<file path="src/rtl/dapa_pkg.sv">
// Shared definitions for the DAPA2014 core: width defaults, opcode constants,
// instruction field slices and the fetch state encoding.
package dapa_pkg;

  localparam int unsigned AW_DEFAULT = 8;
  localparam int unsigned DW_DEFAULT = 16;

  localparam logic [4:0] OPC_BRZS = 5'b00110;
  localparam logic [4:0] OPC_JMP  = 5'b00111;
  localparam logic [4:0] OPC_STOP = 5'b10111;

  typedef enum logic [1:0] {
    StRun,
    StStopPend,
    StHalted
  } fetch_state_e;

  function automatic logic [4:0] get_opcode(input logic [15:0] word);
    return word[15:11];
  endfunction

  function automatic logic [2:0] get_reg(input logic [15:0] word);
    return word[10:8];
  endfunction

  function automatic logic [7:0] get_imm(input logic [15:0] word);
    return word[7:0];
  endfunction

endpackage

</file>
<file path="src/rtl/fetch_predecode.sv">
// Combinational classifier for the word returned by program memory.
// Ports:
//   word    - raw instruction word from program memory
//   is_jmp  - word is an unconditional JMP (folded in fetch)
//   is_stop - word is a STOP
//   target  - jump target field, zero-extended to AW
module fetch_predecode
  import dapa_pkg::*;
#(
  parameter int unsigned AW      = AW_DEFAULT,
  parameter int unsigned DW      = DW_DEFAULT,
  parameter logic [4:0]  OP_JMP  = OPC_JMP,
  parameter logic [4:0]  OP_STOP = OPC_STOP
) (
  input  logic [DW-1:0] word,
  output logic          is_jmp,
  output logic          is_stop,
  output logic [AW-1:0] target
);

  logic [4:0] opcode;
  // Register field plays no part in fetch classification.
  logic       unused_reg;

  assign opcode     = get_opcode(word[15:0]);
  assign unused_reg = ^get_reg(word[15:0]);
  assign is_jmp     = (opcode == OP_JMP);
  assign is_stop    = (opcode == OP_STOP);
  assign target     = AW'(get_imm(word[15:0]));

endmodule

</file>
<file path="src/rtl/fetch_unit.sv">
// Instruction fetch stage of the DAPA2014 core. Owns the PC, drives the
// combinational program memory, holds a one-entry instruction register for
// decode, folds JMP locally, takes branch redirects and halts on STOP.
// Ports:
//   clk, rst_n           - clock, asynchronous active-low reset
//   mem_addr / mem_data  - program memory address (== pc) and returned word
//   ir, ir_pc, ir_valid  - instruction, its address, valid towards decode
//   ir_ready             - decode accepts ir this cycle
//   redirect(_addr)      - taken-branch pulse and target from execute
//   halted               - STOP accepted; front end frozen until reset
//   fold_cnt             - number of folded JMPs (wraps)
module fetch_unit
  import dapa_pkg::*;
#(
  parameter int unsigned   AW       = AW_DEFAULT,
  parameter int unsigned   DW       = DW_DEFAULT,
  parameter logic [AW-1:0] RESET_PC = '0,
  parameter logic [4:0]    OP_JMP   = OPC_JMP,
  parameter logic [4:0]    OP_STOP  = OPC_STOP
) (
  input  logic          clk,
  input  logic          rst_n,
  output logic [AW-1:0] mem_addr,
  input  logic [DW-1:0] mem_data,
  output logic [DW-1:0] ir,
  output logic [AW-1:0] ir_pc,
  output logic          ir_valid,
  input  logic          ir_ready,
  input  logic          redirect,
  input  logic [AW-1:0] redirect_addr,
  output logic          halted,
  output logic [7:0]    fold_cnt
);

  fetch_state_e  state_q;
  logic [AW-1:0] pc_q;
  logic [DW-1:0] ir_q;
  logic [AW-1:0] ir_pc_q;
  logic          ir_valid_q;
  logic          halted_q;
  logic [7:0]    fold_cnt_q;

  logic          is_jmp;
  logic          is_stop;
  logic [AW-1:0] jmp_target;
  logic          slot_free;

  fetch_predecode #(
    .AW      (AW),
    .DW      (DW),
    .OP_JMP  (OP_JMP),
    .OP_STOP (OP_STOP)
  ) u_predecode (
    .word    (mem_data),
    .is_jmp  (is_jmp),
    .is_stop (is_stop),
    .target  (jmp_target)
  );

  assign slot_free = !ir_valid_q || ir_ready;

  always_ff @(posedge clk or negedge rst_n) begin
    if (!rst_n) begin
      state_q    <= StRun;
      pc_q       <= RESET_PC;
      ir_q       <= '0;
      ir_pc_q    <= '0;
      ir_valid_q <= 1'b0;
      halted_q   <= 1'b0;
      fold_cnt_q <= '0;
    end else begin
      unique case (state_q)
        StRun: begin
          // Redirect wins; an instruction accepted this cycle is still consumed.
          if (redirect) begin
            pc_q       <= redirect_addr;
            ir_valid_q <= 1'b0;
          end else if (slot_free) begin
            if (is_jmp) begin
              pc_q       <= jmp_target;
              ir_valid_q <= 1'b0;
              fold_cnt_q <= fold_cnt_q + 8'd1;
            end else begin
              ir_q       <= mem_data;
              ir_pc_q    <= pc_q;
              ir_valid_q <= 1'b1;
              if (is_stop) begin
                state_q <= StStopPend;
              end else begin
                pc_q <= pc_q + AW'(1);
              end
            end
          end
        end
        StStopPend: begin
          // STOP is speculative until decode takes it; a branch cancels it.
          if (redirect) begin
            pc_q       <= redirect_addr;
            ir_valid_q <= 1'b0;
            state_q    <= StRun;
          end else if (ir_valid_q && ir_ready) begin
            ir_valid_q <= 1'b0;
            halted_q   <= 1'b1;
            state_q    <= StHalted;
          end
        end
        StHalted: begin
        end
        default: begin
          state_q <= StRun;
        end
      endcase
    end
  end

  assign mem_addr = pc_q;
  assign ir       = ir_q;
  assign ir_pc    = ir_pc_q;
  assign ir_valid = ir_valid_q;
  assign halted   = halted_q;
  assign fold_cnt = fold_cnt_q;

endmodule

</file>
<file path="config.mk">
export PLATFORM = sky130hd
export DESIGN_NAME = fetch_unit
export DESIGN_NICKNAME = d
export VERILOG_FILES = /design/src/rtl/dapa_pkg.sv /design/src/rtl/fetch_predecode.sv /design/src/rtl/fetch_unit.sv
export SDC_FILE = /design/constraint.sdc
export NUM_CORES = 1
export LEC_CHECK = 0
export ABC_AREA = 1
export BUFFER_PORTS_ARGS = -buffer_cell sky130_fd_sc_hd__buf_2
export CAP_MARGIN = 20
export CELL_PAD_IN_SITES_DETAIL_PLACEMENT = 1
export CELL_PAD_IN_SITES_GLOBAL_PLACEMENT = 1
export CORE_MARGIN = 2
export CORE_UTILIZATION = 38
export DETAILED_ROUTE_END_ITERATION = 10
export PLACE_DENSITY_LB_ADDON = 0.1
export SLEW_MARGIN = 20
export SYNTH_ARGS = -nofsm -noshare
export SYNTH_HDL_FRONTEND = slang
export SYNTH_HIERARCHICAL = 1
export SYNTH_SLANG_ARGS = --single-unit
export TNS_END_PERCENT = 30
</file>
<file path="constraint.sdc">
create_clock -name clk -period 1.6 [get_ports clk]
set_clock_uncertainty 0.05 [all_clocks]
set_input_delay 0.16 -clock clk [delete_from_list [all_inputs] [get_ports clk]]
set_output_delay 0.16 -clock clk [all_outputs]
set_load 0.02 [all_outputs]
</file>
==> impl_metrics.ini, run 1 <==
[detailed_routing]
dr.pass1.iters = 4
wl_mm = 5.92
ant_nets = 0
via_per_inst = 4.77
wl_per_cell_microns = 14.9
via_count = 1895
drt_iter0_markers = 80
drc = 0

[global_route]
grt_pass1_vias = 1904
grt_pass1_wl_mm = 9.59
grt_use_total = 0.192
grt_antenna_before_repair = 0
grt_overflow = 0
grt_max_degree = 21

[sta]
min_period_ns = 1.53
max_freq_ghz = 0.655
slew-limit-headroom = 0.707
worst_slew_pin_slew_ns = 0.439
whs_ns = 0.0432
finalSetupViolations = 0
hold_viol_final = 0
period_share = 0.955
rsz0062_at_grt = false
drv_slew = 0

[final_layout]
final_area_sq_um = 2830
layout_common_cells = buf_2, nand2_1, dfrtp_1
finish.cell_count_without_fillers = 397
fin_nets = 352
final_common_cell = buf_2
final_core_util = 0.480
drive_gt1_frac = 0.363
area_growth_syn_to_layout_pct = 22.9
antenna_cells = 0

[synthesis]
yosys.area.top_type = dfrtp_1
synth_top_area_frac = 0.479
syn_area_sq_um = 2300
ys_seq_area_frac = 0.479
yosys_warnings = 6
synthArstFlopShare = 1.00
synth_cell_types = 25
ys_ff_latch = 44
syn-num-nets = 278
synth_cells = 248
synth_ff_type = dfrtp_1
synth_area_per_cell_sq_um = 9.27
yosys-top-cells-area = dfrtp_1, nand2_1, mux2_4
synth_edf_count = 0

[placement]
placed_area_sq_um = 2720
gp_congestion = 0.811
port_buffers = 69
post-dp-hpwl_mm = 4.59
dpl.cell_count = 389

[power_and_ir_drop]
p_seq_frac = 0.584
leakage_nw = 1.63
p_per_area_nw_per_um2 = 673
cellInternalPower_mw = 1.45
swShare = 0.237
pwr-share-comb = 0.061
clkPwrFrac = 0.355
vdd_drop_max_v = 0.000308
power.switching_mw = 0.450

[worst_setup_path]
startpoint_type = flop
worstPathCellList = nor2_4, nand3_4, buf_4, mux2_4
worstPathMaxFanout = 6
rrSetupSlack_ns = 0.07
slowest_stage = dfrtp_1
critPathCaptureType = flop
crit_arrival_ns = 1.67
worstSetupPathType = flop to flop
crit_required_ns = 1.74
slowest_delay_ns = 0.45

[job]
cap_violations = 0

[clock_network]
cts_buffer_depth = 2
clockRootBuffer = clkbuf_8
clock-sinks = 44
cts_setup_buffers = 0
worstSkewPairLatency_ns = 0.30
cts.clk_slew.worst_paths_ns = 0.08
cts_tree = built
cts_made_buffers = 5
htree_levels = 2

[die]
dieArea_sq_um = 6690
die_y_microns = 81.8
initial_utilization = 0.391
rows = 28
design.portCount = 70
core_area_sq_um = 5890
dieWidth_microns = 81.8

[worst_hold_path]
hold_class = primary input to flop

[status]
outcome = complete, no violations
path summary, 6_finish.rpt:
path	from	end	depth (start not counted)
setup reg to reg	state_q[0]	ir[3]	4
setup / recovery	state_q[0]	ir[3]	4
hold / removal	mem_data[10]	ir[10]	2
min in group asynchronous	rst_n	halted	2
hold reg to reg	halted	halted	2
max in group asynchronous	rst_n	ir[11]	3
sequential cells by signal (all words and copies together) (netlist names):
signal and count:
fold_cnt 8, halted 1, ir 16, ir_pc 8, ir_valid 1, mem_addr 8
state_q 2
stage by stage:
stage | total power [mW] | setup slack (ns) | TNS, ns
after CTS | 1.93 | 0.0386 | 0
after global placement | 1.25 | 0.0462 | 0
after floorplan | 1.18 | 0.138 | 0
after detailed placement | 1.25 | -0.0276 | -0.0276
after global routing | 1.99 | 0.0207 | 0
final | 1.90 | 0.0725 | 0
power groups by stage:
stage          clock, mW  combinational, mW  sequential (mW)
4_1_cts            0.703              0.120             1.11
2_1_floorplan          0             0.0478             1.13
3_5_place_dp           0              0.118             1.13
3_3_place_gp           0              0.116             1.13
5_1_grt            0.748              0.133             1.11
6_report           0.675              0.116             1.11
logic make-up (layout without fill, tap and decap cells):
logic type,count (synthesis),count (layout),synth area share
AOI/OAI and AO/OA,24,24,0.0528
xor gates and xnor gates,6,6,0.0229
adders and majority gates,2,2,0.0109
buffers and inverters,40,114,0.0887
DFF,44,44,0.479
muxes,17,17,0.108
and+or+nand+nor,115,115,0.238
cell usage after synthesis (all sizes together) (3+ instances only):
library cell and n:
nor2 21, a21oi 7, o21ai 16, nand3 17
nor3 3, buf 12, dfrtp 44, xor2 4
nand4 5, mux2 17, inv 28, nand2 69
critical path, delay by kind of cell (launching register included):
family | cells | cell delay, ns
buf+inv | 1 | 0.21
flops | 1 | 0.45
mux | 1 | 0.30
simple gates | 2 | 0.39
metal layers:
layer | part of all wire | wire length (microns) | global-route usage | up-vias
li1 | - | - | - | 932
met1 | 0.44 | 2610 | 0.250 | 918
met2 | 0.50 | 2990 | 0.323 | 38
met3 | 0.038 | 225 | 0.0308 | 7
met4 | 0.016 | 97 | 0.0700 | 0
met5 | 0 | 0 | 0 | -
area by class of cell:
| type | instances | area (sq um) |
|---|---|---|
| clock buffers | 6 | 72.6 |
| well taps | 75 | 93.8 |
| inverters | 28 | 105 |
| flip-flops and latches | 44 | 1100 |
| fillers | 750 | 3060 |
| clock inverters | 1 | 5.00 |
| repair buffers | 79 | 435 |
| multi-input cells | 164 | 1010 |
what timing repair did:
| action | in CTS | in global routing |
|---|---|---|
| setup endpoints to repair | 0 | 5 |
| endpoints found under the hold margin | 15 | 0 |
| hold buffers | 1 | 0 |
| resized for setup | 0 | 4 |
Note: power is estimated with default switching activity, not from simulation.
==> run 2: changes to the inputs <==
--- a/config.mk
+++ b/config.mk
@@ -11,7 +11,7 @@
 export CELL_PAD_IN_SITES_DETAIL_PLACEMENT = 1
 export CELL_PAD_IN_SITES_GLOBAL_PLACEMENT = 1
 export CORE_MARGIN = 2
-export CORE_UTILIZATION = 38
+export CORE_UTILIZATION = 41
 export DETAILED_ROUTE_END_ITERATION = 10
 export PLACE_DENSITY_LB_ADDON = 0.1
 export SLEW_MARGIN = 20
==> constraint.sdc (replaced) <==
create_clock -name clk -period 1.95 [get_ports clk]
set_clock_uncertainty 0.05 [all_clocks]
set_input_delay 0.195 -clock clk [delete_from_list [all_inputs] [get_ports clk]]
set_output_delay 0.195 -clock clk [all_outputs]
set_load 0.02 [all_outputs]
==> run 2 against run 1 <==
Net effect: via count hardly changed; fmax shrank 8.3%; cell count shrank 2.3%; non-clock buffer count is 7 lower; critical path type unchanged; largest cell class unchanged.
==> impl_metrics.ini, run 2 (same netlist as run 1, synthesis figures left out) <==
[status]
outcome = complete, no violations

[die]
initial_utilization = 0.420
dieWidth_microns = 78.9
rows = 27
core_area_sq_um = 5470
die_y_microns = 78.9
design.portCount = 70
dieArea_sq_um = 6220

[global_route]
grt_antenna_before_repair = 0
grt_use_total = 0.200
grt_pass1_wl_mm = 9.78
grt_overflow = 0
grt_pass1_vias = 2048
grt_max_degree = 45

[detailed_routing]
wl_mm = 5.72
ant_nets = 0
wl_per_cell_microns = 14.7
dr.pass1.iters = 4
drc = 0
via_per_inst = 4.89
via_count = 1896
drt_iter0_markers = 33

[worst_hold_path]
min_from = mem_data[10]
hold_class = primary input to flop

[worst_setup_path]
worstPathMaxFanout = 18
worstSetupPathType = flop to flop
r2r_start = ir_valid
critPathCaptureType = flop
crit_arrival_ns = 1.80
startpoint_type = flop
crit_required_ns = 2.09
startpoint = ir_valid

[sta]
min_period_ns = 1.67
finalSetupViolations = 0
drv_slew = 0
rsz0062_at_grt = false
worst_slew_pin_slew_ns = 0.403
hold_viol_final = 0
max_freq_ghz = 0.600
slew-limit-headroom = 0.730
period_share = 0.854
postLayoutSetupSlackWorst_ns = 0.285
fin_tns_setup_ns = 0

[power_and_ir_drop]
leakage_nw = 1.58
p_per_area_nw_per_um2 = 582
clkPwrFrac = 0.375
p_seq_frac = 0.567
vdd_drop_max_v = 0.000377
swShare = 0.231
power.switching_mw = 0.371
cellInternalPower_mw = 1.24
pwr-share-comb = 0.058

[clock_network]
cts_setup_buffers = 0
clock-sinks = 44
htree_levels = 2
cts_buffer_depth = 2
clockRootBuffer = clkbuf_8
ctsResizeCount = 0
cts_tree = built
worstSkewPairLatency_ns = 0.30
cts_made_buffers = 5
cts.clk_slew.worst_paths_ns = 0.08

[final_layout]
largest_register_ffs = 16
fin_nets = 345
drive_gt1_frac = 0.345
area_growth_syn_to_layout_pct = 20.2
finish.cell_count_without_fillers = 388
final_common_cell = buf_2
layout_common_cells = buf_2, nand2_1, dfrtp_1
fillers = 698
final_area_sq_um = 2760
final_core_util = 0.505
antenna_cells = 0

[job]
cap_violations = 0

[placement]
post-dp-hpwl_mm = 4.27
dpl.cell_count = 379
placed_area_sq_um = 2660
gp_congestion = 0.781
place_ws_ns = 0.131
port_buffers = 69
==> run 2: changes by cell type in the layout (fill, tap and decap cells not counted), sizes merged <==
cell,change
clkbuf,+2
buf,-7
clkinv,-1
==> run 2: layout make-up <==
class                   count  area, sq um  area share
repair buffers             72          383       0.139
multi-input cells         164          993       0.360
well taps                  72         90.1      0.0326
clock buffers               8         90.1      0.0326
flip-flops and latches     44         1100       0.399
inverters                  28          105      0.0380
==> run 2: routing by layer <==
| metal | routed length, microns | track usage | up-vias |
|---|---|---|---|
| li1 | - | - | 919 |
| met3 | 284 | 0.0398 | 6 |
| met5 | 0 | 0 | - |
| met4 | 66 | 0.0569 | 0 |
| met1 | 2570 | 0.254 | 923 |
| met2 | 2800 | 0.345 | 48 |
==> run 2: final timing paths <==
| kind | slack [ns] | depth (start not counted) | to |
|---|---|---|---|
| setup / recovery | 0.28 | 5 | ir_pc[0] |
| hold / removal | 0.08 | 2 | ir[10] |
| setup reg to reg | 0.28 | 5 | ir_pc[0] |
| hold reg to reg | 0.42 | 2 | halted |
| max in group asynchronous | 1.28 | 3 | ir_pc[6] |
| min in group asynchronous | 0.36 | 3 | fold_cnt[4] |
==> run 2: power by group through the flow <==
stage	Clock [mW]	Sequential [mW]	Combinational (mW)
floorplan	0	0.930	0.0393
global placement	0	0.930	0.0923
detailed placement	0	0.930	0.0943
CTS	0.626	0.911	0.0963
global route	0.658	0.912	0.106
finish	0.602	0.911	0.0938
==> run 2: critical path, cell delays in order, from the launching register on <==
cell and delay (ns):
dfrtp_1 0.46, nand2_1 0.22, nand3_4 0.34, buf_4 0.33, nand2_1 0.08, o21ai_0 0.07
==> run 2: what timing repair did <==
action                                  CTS  global route
endpoints found under the setup margin    0             0
hold endpoints to repair                 44             0
hold buffers                              1             0
==> run 2: per-stage QoR <==
| step | total power, mW | hold slack [ns] |
|---|---|---|
| final | 1.61 | 0.0759 |
| after global routing | 1.68 | 0.0705 |
| after CTS | 1.63 | 0.0635 |
| after detailed placement | 1.02 | 0.154 |
| after global placement | 1.02 | 0.144 |
| after floorplan | 0.969 | -0.151 |
==> run 3: changes to the inputs <==
--- a/config.mk
+++ b/config.mk
@@ -11,7 +11,7 @@
 export CELL_PAD_IN_SITES_DETAIL_PLACEMENT = 1
 export CELL_PAD_IN_SITES_GLOBAL_PLACEMENT = 1
 export CORE_MARGIN = 2
-export CORE_UTILIZATION = 41
+export CORE_UTILIZATION = 38
 export DETAILED_ROUTE_END_ITERATION = 10
 export PLACE_DENSITY_LB_ADDON = 0.1
 export SLEW_MARGIN = 20
==> constraint.sdc (replaced) <==
create_clock -name clk -period 1.7 [get_ports clk]
set_clock_uncertainty 0.05 [all_clocks]
set_input_delay 0.17 -clock clk [delete_from_list [all_inputs] [get_ports clk]]
set_output_delay 0.17 -clock clk [all_outputs]
set_load 0.02 [all_outputs]
==> run 3 against run 2 <==
Net effect: non-clock buffer count up 3; clock power increased by 56%; core utilization decreased by 2.0 points; die area up 7.5%; first-iteration DRC count is 88% higher; critical path depth grew 3.
==> impl_metrics.ini, run 3 (same netlist as run 1, synthesis figures left out) <==
[detailed_routing]
wl_mm = 5.85
drt_iter0_markers = 62
dr.pass1.iters = 3
via_count = 1853
wl_per_cell_microns = 14.9
ant_nets = 0
drc = 0
via_per_inst = 4.72

[clock_network]
worstSkewPairLatency_ns = 0.30
cts_buffer_depth = 2
cts.clk_slew.worst_paths_ns = 0.09
clock-sinks = 44
cts_made_buffers = 5
clockRootBuffer = clkbuf_8
htree_levels = 2
cts_tree = built

[sta]
min_period_ns = 1.51
fin_tns_setup_ns = 0
worst_slew_pin_slew_ns = 0.605
period_share = 0.891
rsz0062_at_grt = false
drv_slew = 0
postLayoutSetupSlackWorst_ns = 0.186
hold_viol_final = 0
finalSetupViolations = 0
whs_ns = 0.0385
max_freq_ghz = 0.661
slew-limit-headroom = 0.596

[global_route]
grt_pass1_wl_mm = 9.65
grt_pass1_vias = 1964
grt_max_degree = 25
grt_overflow = 0
grt_use_total = 0.192
grt_antenna_before_repair = 0

[die]
core_area_sq_um = 5890
design.portCount = 70
die_y_microns = 81.8
dieWidth_microns = 81.8
initial_utilization = 0.391
rows = 28
dieArea_sq_um = 6690

[placement]
place_ws_ns = 0.0337
placed_area_sq_um = 2710
gp_congestion = 0.809
port_buffers = 69
dpl.cell_count = 385
post-dp-hpwl_mm = 4.52

[final_layout]
fillers = 722
antenna_cells = 0
fin_nets = 348
final_core_util = 0.485
finish.cell_count_without_fillers = 393
layout_common_cells = buf_2, nand2_1, dfrtp_1
area_growth_syn_to_layout_pct = 24.1
largest_register_ffs = 16
final_area_sq_um = 2850
final_common_cell = buf_2
drive_gt1_frac = 0.355

[power_and_ir_drop]
cellInternalPower_mw = 1.66
power.switching_mw = 0.431
leakage_nw = 1.62
swShare = 0.206
p_per_area_nw_per_um2 = 735
p_total_mw = 2.10
pwr-share-comb = 0.052
p_seq_frac = 0.499
clkPwrFrac = 0.449
vdd_drop_max_v = 0.000342

[worst_setup_path]
crit_required_ns = 1.87
startpoint_type = flop
critPathCaptureType = flop
worstSetupPathType = flop to flop
crit_arrival_ns = 1.69
worstPathMaxFanout = 9

[worst_hold_path]
hold_class = primary input to flop

[job]
cap_violations = 0

[status]
outcome = complete, no violations
## run 3: area by class of cell
type	instances	area (sq um)	share of cell area
flip-flops and latches	44	1100	0.386
multi-input cells	164	993	0.348
repair buffers	75	430	0.151
inverters	28	105	0.0368
well taps	75	93.8	0.0329
clock buffers	5	68.8	0.0241
clock inverters	2	60.1	0.0211
## run 3: worst paths after layout
| path | cells past startpoint | end | from | slack (ns) |
|---|---|---|---|---|
| setup reg to reg | 8 | mem_addr[6] | state_q[1] | 0.19 |
| hold reg to reg | 2 | ir_pc[0] | ir_pc[0] | 0.44 |
| max in group asynchronous | 3 | ir[11] | rst_n | 0.70 |
| min in group asynchronous | 2 | ir[8] | rst_n | 0.36 |
| hold / removal | 2 | ir[10] | mem_data[10] | 0.04 |
| setup / recovery | 8 | mem_addr[6] | state_q[1] | 0.19 |
## run 3: worst max-delay path, stage by stage, from the launching register on
cell     delay [ns]
dfrtp_1        0.41
inv_1          0.10
nand2_2        0.14
nand2_4        0.13
nor2_2         0.26
nand2_1        0.10
nand2_1        0.08
nand2_1        0.05
a21oi_1        0.12
## run 3: power groups by stage
stage                     Clock [mW]  Combinational (mW)  Sequential [mW]
final                          0.941               0.109             1.05
after global routing            1.00               0.122             1.05
after CTS                      0.963               0.112             1.05
after detailed placement           0               0.110             1.07
after global placement             0               0.108             1.07
after floorplan                    0              0.0450             1.07
## run 3: what timing repair did
item	4_1_cts	5_1_grt
hold buffers	1	0
buffers inserted	0	0
endpoints found under the hold margin	23	0
gates resized for setup	0	0
## run 3: metal layers
metal	global-route usage	vias up	routed length, microns
met5	0	-	0
met3	0.0418	5	246
met2	0.329	35	2940
met4	0.0450	0	63
met1	0.248	889	2600
li1	-	924	-
